`src/rtl/map_redraw_ctrl_pkg.sv`:
```
// Shared game parameters: map grid defaults and redraw FSM state encoding.
package game_params;

  localparam int MAP_WIDTH_DEF  = 13;
  localparam int MAP_HEIGHT_DEF = 13;

  localparam logic [1:0] ST_IDLE  = 2'd0;
  localparam logic [1:0] ST_ISSUE = 2'd1;
  localparam logic [1:0] ST_WAIT  = 2'd2;

endpackage

```
`src/rtl/map_redraw_ctrl_scan.sv`:
```
// Row-major grid scan counter: x is the inner index, y the outer one.
module grid_scan_cnt
  import game_params::*;
#(
  parameter int WIDTH  = MAP_WIDTH_DEF,
  parameter int HEIGHT = MAP_HEIGHT_DEF
) (
  input  logic       clk,
  input  logic       rstn,
  input  logic       clear,
  input  logic       step,
  output logic [3:0] cnt_x,
  output logic [3:0] cnt_y,
  output logic       last
);

  logic [3:0] r_x;
  logic [3:0] r_y;
  logic       w_x_end;
  logic       w_y_end;

  assign w_x_end = (r_x == 4'(WIDTH - 1));
  assign w_y_end = (r_y == 4'(HEIGHT - 1));
  assign cnt_x   = r_x;
  assign cnt_y   = r_y;
  assign last    = w_x_end && w_y_end;

  always_ff @(posedge clk or negedge rstn) begin
    if (!rstn) begin
      r_x <= 4'd0;
      r_y <= 4'd0;
    end else if (clear) begin
      r_x <= 4'd0;
      r_y <= 4'd0;
    end else if (step) begin
      if (w_x_end) begin
        r_x <= 4'd0;
        r_y <= w_y_end ? 4'd0 : r_y + 4'd1;
      end else begin
        r_x <= r_x + 4'd1;
      end
    end
  end

endmodule

```
`src/rtl/map_redraw_ctrl.sv`:
```
// Map redraw sequencer: issues tile-render requests for full or dirty-cell redraws.
// Define MAP_REDRAW_DIRTY_EN to redraw only the old and new hero cells on a move.
module map_redraw_ctrl
  import game_params::*;
#(
  parameter int MAP_WIDTH  = MAP_WIDTH_DEF,
  parameter int MAP_HEIGHT = MAP_HEIGHT_DEF
) (
  input  logic        clk,
  input  logic        rstn,
  input  logic [18:0] map_id,
  input  logic [3:0]  player_x,
  input  logic [3:0]  player_y,
  input  logic        full_redraw_req,
  output logic [3:0]  cell_x,
  output logic [3:0]  cell_y,
  output logic [18:0] cell_map_id,
  output logic [3:0]  hero_x,
  output logic [3:0]  hero_y,
  output logic        cell_start,
  input  logic        cell_done,
  output logic        busy,
  output logic        frame_done
);

  logic [1:0]  r_state;
  logic [18:0] r_drawn_map;
  logic [3:0]  r_drawn_x;
  logic [3:0]  r_drawn_y;
  logic        r_full_pending;
  logic        r_busy;
  logic        r_frame_done;
  logic [18:0] r_cell_map_id;
  logic [3:0]  r_hero_x;
  logic [3:0]  r_hero_y;

  logic        w_pos_change;
  logic        w_trig_full;
  logic        w_go;
  logic        w_is_full;
  logic        w_last;
  logic        w_step;
  logic [3:0]  w_cnt_x;
  logic [3:0]  w_cnt_y;
  logic        w_cnt_last;

  assign w_pos_change = (player_x != r_drawn_x) || (player_y != r_drawn_y);

`ifdef MAP_REDRAW_DIRTY_EN
  logic       r_mode_full;
  logic       r_phase;
  logic [3:0] r_dirty_x;
  logic [3:0] r_dirty_y;

  assign w_trig_full = r_full_pending || full_redraw_req || (map_id != r_drawn_map);
  assign w_go        = (r_state == ST_IDLE) && (w_trig_full || w_pos_change);
  assign w_is_full   = r_mode_full;
  assign w_last      = r_mode_full ? w_cnt_last : r_phase;
  assign cell_x      = r_mode_full ? w_cnt_x : r_dirty_x;
  assign cell_y      = r_mode_full ? w_cnt_y : r_dirty_y;

  // Dirty redraw visits the previously drawn hero cell first, then the new one.
  always_ff @(posedge clk or negedge rstn) begin
    if (!rstn) begin
      r_mode_full <= 1'b1;
      r_phase     <= 1'b0;
      r_dirty_x   <= 4'd0;
      r_dirty_y   <= 4'd0;
    end else if (w_go) begin
      r_mode_full <= w_trig_full;
      r_phase     <= 1'b0;
      r_dirty_x   <= r_drawn_x;
      r_dirty_y   <= r_drawn_y;
    end else if ((r_state == ST_WAIT) && cell_done && !r_mode_full && !r_phase) begin
      r_phase     <= 1'b1;
      r_dirty_x   <= r_hero_x;
      r_dirty_y   <= r_hero_y;
    end
  end
`else
  assign w_trig_full = r_full_pending || full_redraw_req || (map_id != r_drawn_map) || w_pos_change;
  assign w_go        = (r_state == ST_IDLE) && w_trig_full;
  assign w_is_full   = 1'b1;
  assign w_last      = w_cnt_last;
  assign cell_x      = w_cnt_x;
  assign cell_y      = w_cnt_y;
`endif

  assign w_step = (r_state == ST_WAIT) && cell_done && w_is_full && !w_cnt_last;

  grid_scan_cnt #(
    .WIDTH  (MAP_WIDTH),
    .HEIGHT (MAP_HEIGHT)
  ) u_scan (
    .clk   (clk),
    .rstn  (rstn),
    .clear (w_go),
    .step  (w_step),
    .cnt_x (w_cnt_x),
    .cnt_y (w_cnt_y),
    .last  (w_cnt_last)
  );

  assign cell_start  = (r_state == ST_ISSUE);
  assign busy        = r_busy;
  assign frame_done  = r_frame_done;
  assign cell_map_id = r_cell_map_id;
  assign hero_x      = r_hero_x;
  assign hero_y      = r_hero_y;

  // Snapshots are taken only when leaving IDLE, so inputs moving mid-redraw wait their turn.
  always_ff @(posedge clk or negedge rstn) begin
    if (!rstn) begin
      r_state        <= ST_IDLE;
      r_drawn_map    <= 19'd0;
      r_drawn_x      <= 4'd0;
      r_drawn_y      <= 4'd0;
      r_full_pending <= 1'b1;
      r_busy         <= 1'b0;
      r_frame_done   <= 1'b0;
      r_cell_map_id  <= 19'd0;
      r_hero_x       <= 4'd0;
      r_hero_y       <= 4'd0;
    end else begin
      r_frame_done <= 1'b0;
      case (r_state)
        ST_IDLE: begin
          if (w_go) begin
            r_state        <= ST_ISSUE;
            r_busy         <= 1'b1;
            r_full_pending <= 1'b0;
            r_cell_map_id  <= map_id;
            r_hero_x       <= player_x;
            r_hero_y       <= player_y;
            r_drawn_map    <= map_id;
            r_drawn_x      <= player_x;
            r_drawn_y      <= player_y;
          end
        end
        ST_ISSUE: r_state <= ST_WAIT;
        ST_WAIT: begin
          if (cell_done) begin
            if (w_last) begin
              r_state      <= ST_IDLE;
              r_busy       <= 1'b0;
              r_frame_done <= 1'b1;
            end else begin
              r_state <= ST_ISSUE;
            end
          end
        end
        default: r_state <= ST_IDLE;
      endcase
      if (full_redraw_req && (r_state != ST_IDLE)) r_full_pending <= 1'b1;
    end
  end

endmodule

```
`config.mk`:
```
export PLATFORM = sky130hd
export DESIGN_NAME = map_redraw_ctrl
export DESIGN_NICKNAME = d
export VERILOG_FILES = /design/src/rtl/map_redraw_ctrl_pkg.sv /design/src/rtl/map_redraw_ctrl_scan.sv /design/src/rtl/map_redraw_ctrl.sv
export SDC_FILE = /design/constraint.sdc
export NUM_CORES = 1
export LEC_CHECK = 0
export CAP_MARGIN = 20
export CORE_MARGIN = 2
export CORE_UTILIZATION = 40
export CTS_CLUSTER_SIZE = 8
export DETAILED_ROUTE_END_ITERATION = 8
export PLACE_DENSITY = 0.72
export SYNTH_ARGS = -nofsm -noshare
export SYNTH_HDL_FRONTEND = slang
export SYNTH_SLANG_ARGS = --single-unit
```
`constraint.sdc`:
```
create_clock -name clk -period 4.7 [get_ports clk]
set_clock_uncertainty 0.05 [all_clocks]
set_input_delay 0.47 -clock clk [delete_from_list [all_inputs] [get_ports clk]]
set_output_delay 0.47 -clock clk [all_outputs]
set_load 0.005 [all_outputs]
```
==> Implementation_results.wiki, run 1 <==
{| class="wikitable"
! Metric !! Value
|-
| Final number of hold-violating endpoints || 0
|-
| Fillers || approximately 430
|-
| Maximum number of pins on one net before global-route repair || between 40 and 50
|-
| Tcrit/Tclk final || 0.556
|-
| Number of remaining DRC errors || 0
|-
| Die H || around 75 µm
|-
| Synthesis-to-finish area growth || 41.8%
|-
| Insertion delay of the later-clocked pin in the worst-skew pair || ~0.30 ns
|-
| ANT cells || 0
|-
| Area of the multi-input gates || about 980 µm²
|-
| Total half-perimeter wirelength after legalization and detailed placement || 3070 µm
|-
| Total length of routed wires || between 4000 and 5000 µm
|-
| Starting density of the core || 0.422
|-
| Aggregate negative setup slack || 0 ns
|-
| Detailed-route wire length per cell || approximately 14 µm
|-
| Row count || 25
|-
| Slew at the pin with the worst max-slew slack || about 0.87 ns
|-
| Cell total after placement || 287
|-
| Deepest clock path buffer count || 2
|-
| Share of the yosys chip area belonging to registers || 0.494
|-
| Slew Viols, Final || 0
|-
| Count of flip-flops with a built-in enable after synthesis || 0
|-
| Wire length of the first global-routing pass || a little under 7000 µm
|-
| Avg Inst Size Synth || between 10 and 15 µm²
|-
| Antenna violations before repair || 0
|-
| Overall die area || between 5000 and 6000 µm²
|-
| Worst slew slack as a fraction of its limit || 0.419
|-
| Critical Path RT || about 4.8 ns
|-
| Kind of critical path || input pin to register
|-
| Instance count of the mapped netlist || approximately 150
|-
| Placeable core region || just under 5000 µm²
|-
| Achievable frequency || roughly 380 MHz
|-
| Total congestion overflow after global routing || 0
|-
| Width of the chip || 75.3 µm
|-
| Layout Cells excl Fill || approximately 300
|-
| Number of H-tree levels || 2
|-
| Avg Vias per Cell || 4.87
|-
| Post-cts repair resize count || 0
|-
| Cell area after technology mapping || 2030 µm²
|-
| Total of hold buffers inserted after clock tree synthesis || 0
|-
| Total nets after synthesis || between 150 and 200
|-
| Vias in the first global route || approximately 1,400
|-
| Total of max-cap violations || 0
|-
| Detailed Route Iter0 Violations || 37
|-
| Number of post-CTS setup repair buffers || 0
|-
| Static Leakage || roughly 1.2 nW
|-
| RSZ-0062 raised after global routing || false
|-
| Max VDD drop || 287 µV
|-
| Post-detailed-route count of antenna-violating nets || 0
|-
| TritonCTS clock tree || done
|-
| Kind of start point of the critical path || input pin
|-
| CP endpoint kind || register
|-
| Buffers added on ports || ~70
|-
| Shortest clock period the worst path allows after layout || around 2.6 ns
|-
| Power per cell area || 606 nW/µm²
|-
| Total number of vias || roughly 1,400
|-
| Clk root buf || sky130_fd_sc_hd__clkbuf_8
|-
| Number of sinks driven by the clock tree || 40
|-
| Share of synthesized registers carrying an async set or reset || 1.00
|-
| Flip-flop and latch count after synthesis || 40
|-
| Top FF cell, synth || sky130_fd_sc_hd__dfrtp_1
|-
| Routability cong. || ~0.75
|-
| Peak fanout along the critical path || 22
|-
| Top-level port count || 69
|-
| Cell variety after synth || 31
|-
| WP data arrival || around 2.8 ns
|-
| Reg clk slew, reported paths || ~0.08 ns
|-
| Clock buffer count from CTS || 5
|-
| Fraction of final layout cells with drive strength greater than 1 || 0.184
|-
| Run status || completed
|-
| Number of iterations in the first detailed-routing pass || 4
|-
| Total routing resource utilization after global routing || 0.163
|-
| Number of nets in the layout || around 260
|-
| # setup viols final || 0
|-
| Path category of the worst min-delay check || input pin to asynchronous set/reset pin
|-
| Total area of sequential cells || roughly 1000 µm²
|-
| Yosys warns || 0
|}
==> critical path: stages <==
cell                              delay (ns)
sky130_fd_sc_hd__clkdlybuf4s50_1        0.50
sky130_fd_sc_hd__xnor2_1                0.13
sky130_fd_sc_hd__nand4_1                0.17
sky130_fd_sc_hd__nor4_2                 0.39
sky130_fd_sc_hd__a41oi_4                0.35
sky130_fd_sc_hd__buf_4                  0.38
sky130_fd_sc_hd__mux2_4                 0.33
==> placed cells by master, fill, tap and decap left out, types with 2 or more instances in the layout <==
cell / n
sky130_fd_sc_hd__nor3_1: 3
sky130_fd_sc_hd__or2_2: 2
sky130_fd_sc_hd__nor2_1: 9
sky130_fd_sc_hd__xor2_1: 14
sky130_fd_sc_hd__nor3b_1: 2
sky130_fd_sc_hd__nand3_1: 3
sky130_fd_sc_hd__clkbuf_8: 5
sky130_fd_sc_hd__a21oi_1: 3
sky130_fd_sc_hd__inv_1: 5
sky130_fd_sc_hd__ha_1: 4
sky130_fd_sc_hd__dfrtp_1: 39
sky130_fd_sc_hd__mux2i_1: 2
sky130_fd_sc_hd__mux2_4: 20
sky130_fd_sc_hd__clkdlybuf4s50_1: 67
sky130_fd_sc_hd__nand4_1: 5
sky130_fd_sc_hd__xnor2_1: 16
sky130_fd_sc_hd__mux2_2: 7
sky130_fd_sc_hd__o21bai_1: 2
sky130_fd_sc_hd__nor4_1: 3
==> power breakdown <==
group	leakage, nW	switching, mW	internal [mW]
registers	0.483	0.140	0.490
logic	0.668	0.274	0.567
clock network	0.0552	0.117	0.158
total	1.21	0.531	1.21
==> per-stage QoR <==
step	instance area (µm²)	power [mW]	worst slack, ns	hold WS (ns)	util
4_1_cts	2880	1.76	2.05	0.264	0.598
5_1_grt	2880	1.86	1.91	0.296	0.598
2_1_floorplan	2030	1.12	2.72	0.124	-
3_3_place_gp	2770	1.47	1.74	0.479	0.575
3_5_place_dp	2770	1.49	1.73	0.479	0.575
6_report	2880	1.75	2.09	0.230	0.598
==> kinds of logic (layout without fill, tap and decap cells) <==
logic type / Yosys count / count (layout) / synth area share
AO/OA/AOI/OAI: 9 / 9 / 0.0388
XOR/XNOR: 30 / 30 / 0.129
adder cells (fa/ha/maj): 4 / 4 / 0.0246
buffers and inverters: 8 / 82 / 0.0222
flip-flops: 40 / 40 / 0.494
multiplexers: 29 / 29 / 0.197
AND/OR/NAND/NOR: 34 / 34 / 0.0949
==> cell type report <==
class                      count  share of cell area
multi-input combinational    106               0.342
inverter                       5             0.00652
timing repair buffer          69               0.237
tap                           67              0.0291
clock buffer                   6              0.0252
clock inverter                 2              0.0122
sequential                    40               0.348
==> worst paths after layout <==
check	start	endpoint	slack, ns	cells after the start
worst max-delay path	player_y[3]	hero_x[2]	2.09	7
worst min-delay path	rstn	hero_y[1]	0.23	1
worst max register to register	cell_map_id[5]	hero_x[2]	2.33	5
worst min register to register	r_full_pending	r_full_pending	0.49	1
max in group asynchronous	rstn	hero_y[3]	3.81	1
min in group clk	r_full_pending	r_full_pending	0.49	1
==> flip-flops by register name (all words and copies together), names as in the netlist <==
register,cells
cell_map_id,19
hero_x,4
hero_y,4
u_scan.cnt_x,4
u_scan.cnt_y,4
r_state,2
busy,1
frame_done,1
r_full_pending,1
==> synth_stat cells (all sizes together), types with 2 or more instances <==
library cell  number  area (µm²)
mux2i              2        20.0
nor4               4        31.3
inv                5        18.8
xor2              14         123
xnor2             16         140
mux2              27         379
nand3              3        15.0
a21oi              3        15.0
dfrtp             39         976
nand4              5        31.3
nor2               9        33.8
or2                2        12.5
nor3               3        15.0
buf                2        22.5
o21bai             2        15.0
nor3b              2        15.0
ha                 4        50.1
==> layer usage <==
layer | track usage | vias to the layer above | share of wire
met5 | 0 | - | 0
met4 | 0.0526 | 0 | 0.013
met1 | 0.231 | 684 | 0.49
met3 | 0.0469 | 6 | 0.085
li1 | - | 683 | -
met2 | 0.243 | 63 | 0.41
Note: power is estimated with default switching activity, not from simulation.
==> run 2: changes to the inputs <==
- PLACE_DENSITY: 0.72 -> 0.75
- clock period: 4.7 -> 2.2 ns (I/O delays scaled with it)
==> Implementation_results.wiki, run 2 (synthesis results as in run 1) <==
{| class="wikitable"
! Metric !! Value
|-
| Total number of vias || 1,448 (+0.84%)
|-
| Critical path's largest stage delay || 0.41 ns (-0.09 ns)
|-
| Insertion delay of the later-clocked pin in the worst-skew pair || 0.29 ns (about the same)
|-
| Number of cells on the worst reg-to-reg path || 6 (+1)
|-
| Routability cong. || 0.831 (+11%)
|-
| ANT cells || 0 (unchanged)
|-
| RSZ-0062 raised after global routing || false
|-
| Cell total after placement || 294 (+2.4%)
|-
| Synthesis-to-finish area growth || 44.1%
|-
| Power per cell area || 1270 nW/µm² (+110%)
|-
| Worst setup slack for register-to-register paths || 0.23 ns (-2.10 ns)
|-
| Deepest clock path buffer count || 2 (unchanged)
|-
| Vias in the first global route || 1,411 (-0.98%)
|-
| Tcrit/Tclk final || 0.893
|-
| Number of H-tree levels || 2 (unchanged)
|-
| Number of sinks driven by the clock tree || 40 (unchanged)
|-
| Total of hold buffers inserted after clock tree synthesis || 0 (unchanged)
|-
| Post-detailed-route count of antenna-violating nets || 0 (unchanged)
|-
| Total of max-cap violations || 0 (unchanged)
|-
| Run status || completed
|-
| Total length of routed wires || 4280 µm (+1.1%)
|-
| Avg Vias per Cell || 4.79 (-1.5%)
|-
| Worst slew slack as a fraction of its limit || 0.399 (-0.0201)
|-
| Static Leakage || 1.24 nW (+2.6%)
|-
| Slew at the pin with the worst max-slew slack || 0.901 ns (+0.0301 ns)
|-
| Total area of sequential cells || 1000 µm² (unchanged)
|-
| Overall die area || 5660 µm² (unchanged)
|-
| Worst hold slack || 0.00400 ns (-0.226 ns)
|-
| Number of buffers and inverters on the critical path || 1 (-1)
|-
| Achievable frequency || about 510 MHz
|-
| Row count || 25 (unchanged)
|-
| End of the worst register-to-register path || hero_x[1]
|-
| Number of nets in the layout || 269 (+2.7%)
|-
| Max VDD drop || 547 µV (+91%)
|-
| Total half-perimeter wirelength after legalization and detailed placement || 3150 µm (+2.6%)
|-
| Number of remaining DRC errors || 0 (unchanged)
|-
| Fraction of final layout cells with drive strength greater than 1 || 0.204 (+0.0200)
|-
| Layout Cells excl Fill || 302 (+2.4%)
|-
| TritonCTS clock tree || done
|-
| Final std cell area, no fill || 2930 µm² (+1.7%)
|-
| Reg2Reg Launch Point || hero_y[2]
|-
| Critical Path RT || 2.32 ns (-2.51 ns)
|-
| Reg clk slew, reported paths || 0.08 ns (about the same)
|-
| Detailed Route Iter0 Violations || 63 (+70%)
|-
| Top-level port count || 69 (unchanged)
|-
| Placeable core region || 4820 µm² (unchanged)
|-
| Max reg flops || 19 (unchanged)
|-
| Cells along the critical path || xnor2_1 > nand4_1 > nor4_2 > a41oi_4 > buf_12 > mux2_4
|-
| Library cell contributing the largest single delay on the critical path || sky130_fd_sc_hd__dfrtp_1
|-
| Path category of the worst min-delay check || input pin to asynchronous set/reset pin
|-
| Maximum number of pins on one net before global-route repair || 41 (unchanged)
|-
| Buffers added on ports || 68 (unchanged)
|-
| Number of iterations in the first detailed-routing pass || 4 (unchanged)
|-
| Final number of hold-violating endpoints || 0 (unchanged)
|-
| Width of the chip || 75.3 µm (unchanged)
|-
| Most frequent cells in the layout || 67 x sky130_fd_sc_hd__clkdlybuf4s50_1, 39 x sky130_fd_sc_hd__dfrtp_1, 20 x sky130_fd_sc_hd__mux2_4, 16 x sky130_fd_sc_hd__xnor2_1, 14 x sky130_fd_sc_hd__xor2_1
|-
| Peak fanout along the critical path || 20 (-9.1%)
|-
| Antenna violations before repair || 0 (unchanged)
|-
| Total routing resource utilization after global routing || 0.163 (about the same)
|-
| Die H || 75.3 µm (unchanged)
|-
| Instance area at placement || 2840 µm² (+2.3%)
|-
| Number of post-CTS setup repair buffers || 0 (unchanged)
|-
| CP endpoint kind || register
|-
| # setup viols final || 0 (unchanged)
|-
| Fillers || 428 (-0.70%)
|-
| Kind of critical path || register to register
|-
| WP data arrival || 2.09 ns (-0.66 ns)
|-
| Aggregate negative setup slack || 0 ns (unchanged)
|-
| Clock buffer count from CTS || 5 (unchanged)
|-
| Kind of start point of the critical path || register
|-
| Total congestion overflow after global routing || 0 (unchanged)
|-
| Wire length of the first global-routing pass || 6760 µm (-0.81%)
|-
| Starting density of the core || 0.422 (unchanged)
|-
| Area of the multi-input gates || 983 µm² (unchanged)
|-
| Timing startpoint of the critical path || hero_y[2]
|-
| Shortest clock period the worst path allows after layout || 1.97 ns
|-
| Top delay family on crit path || simple AND/OR/NAND/NOR gates
|-
| Post-cts repair resize count || 0 (unchanged)
|-
| Detailed-route wire length per cell || 14.2 µm (-1.3%)
|-
| Clk root buf || sky130_fd_sc_hd__clkbuf_8
|-
| Commonest non-fill, non-tap cell in the layout || sky130_fd_sc_hd__clkdlybuf4s50_1
|-
| Slew Viols, Final || 0 (unchanged)
|}
run 2: changes by cell type in the layout (fill, tap and decap cells not counted):
| cell | before | now |
|---|---|---|
| sky130_fd_sc_hd__buf_12 | 0 | 1 |
| sky130_fd_sc_hd__buf_4 | 1 | 7 |
| sky130_fd_sc_hd__bufinv_16 | 1 | 0 |
| sky130_fd_sc_hd__clkbuf_1 | 1 | 2 |
| sky130_fd_sc_hd__clkbuf_8 | 5 | 6 |
| sky130_fd_sc_hd__clkinv_2 | 1 | 0 |
run 2: worst register-to-register path, delay by kind of cell, from the launching register on:
family          cells  cell delay (ns)
xor+xnor            1             0.17
compound gates      1             0.18
buf+inv             1             0.21
flops               1             0.41
mux                 1             0.31
simple gates        2             0.51
run 2: how the worst max path moves through the flow:
| stage | endpoint | slack, ns | depth (start not counted) |
|---|---|---|---|
| floorplan | cell_map_id[0] | 0.26 | 6 |
| global placement | cell_map_id[11] | -0.06 | 7 |
| detailed placement | cell_map_id[13] | -0.08 | 7 |
| CTS | hero_x[1] | 0.21 | 6 |
| global route | cell_map_id[17] | 0.13 | 6 |
| finish | hero_x[1] | 0.23 | 6 |
run 2: layout make-up:
class / instances / area share
tap: 67 / 0.0286
timing repair buffer: 76 / 0.256
clock buffer: 8 / 0.0308
inverter: 5 / 0.00641
sequential: 40 / 0.342
multi-input combinational: 106 / 0.336
run 2: report_power, final:
part	internal [mW]	switching, mW
Combinational	1.29	0.596
Clock	0.256	0.240
Sequential	1.05	0.298
Total	2.60	1.13
run 2: through the flow:
stage	utilization	setup WS [ns]	total power, mW
detailed placement	0.589	-0.0827	3.27
CTS	0.608	0.213	3.78
global placement	0.589	-0.0612	3.23
finish	0.608	0.235	3.73
floorplan	-	0.263	2.38
global route	0.608	0.128	3.99
run 2: per-layer routing:
| metal | GRT usage | share of wire | vias to the layer above |
|---|---|---|---|
| li1 | - | - | 690 |
| met1 | 0.219 | 0.47 | 700 |
| met4 | 0.0663 | 0.015 | 0 |
| met5 | 0 | 0 | - |
| met3 | 0.0589 | 0.074 | 6 |
| met2 | 0.241 | 0.44 | 52 |
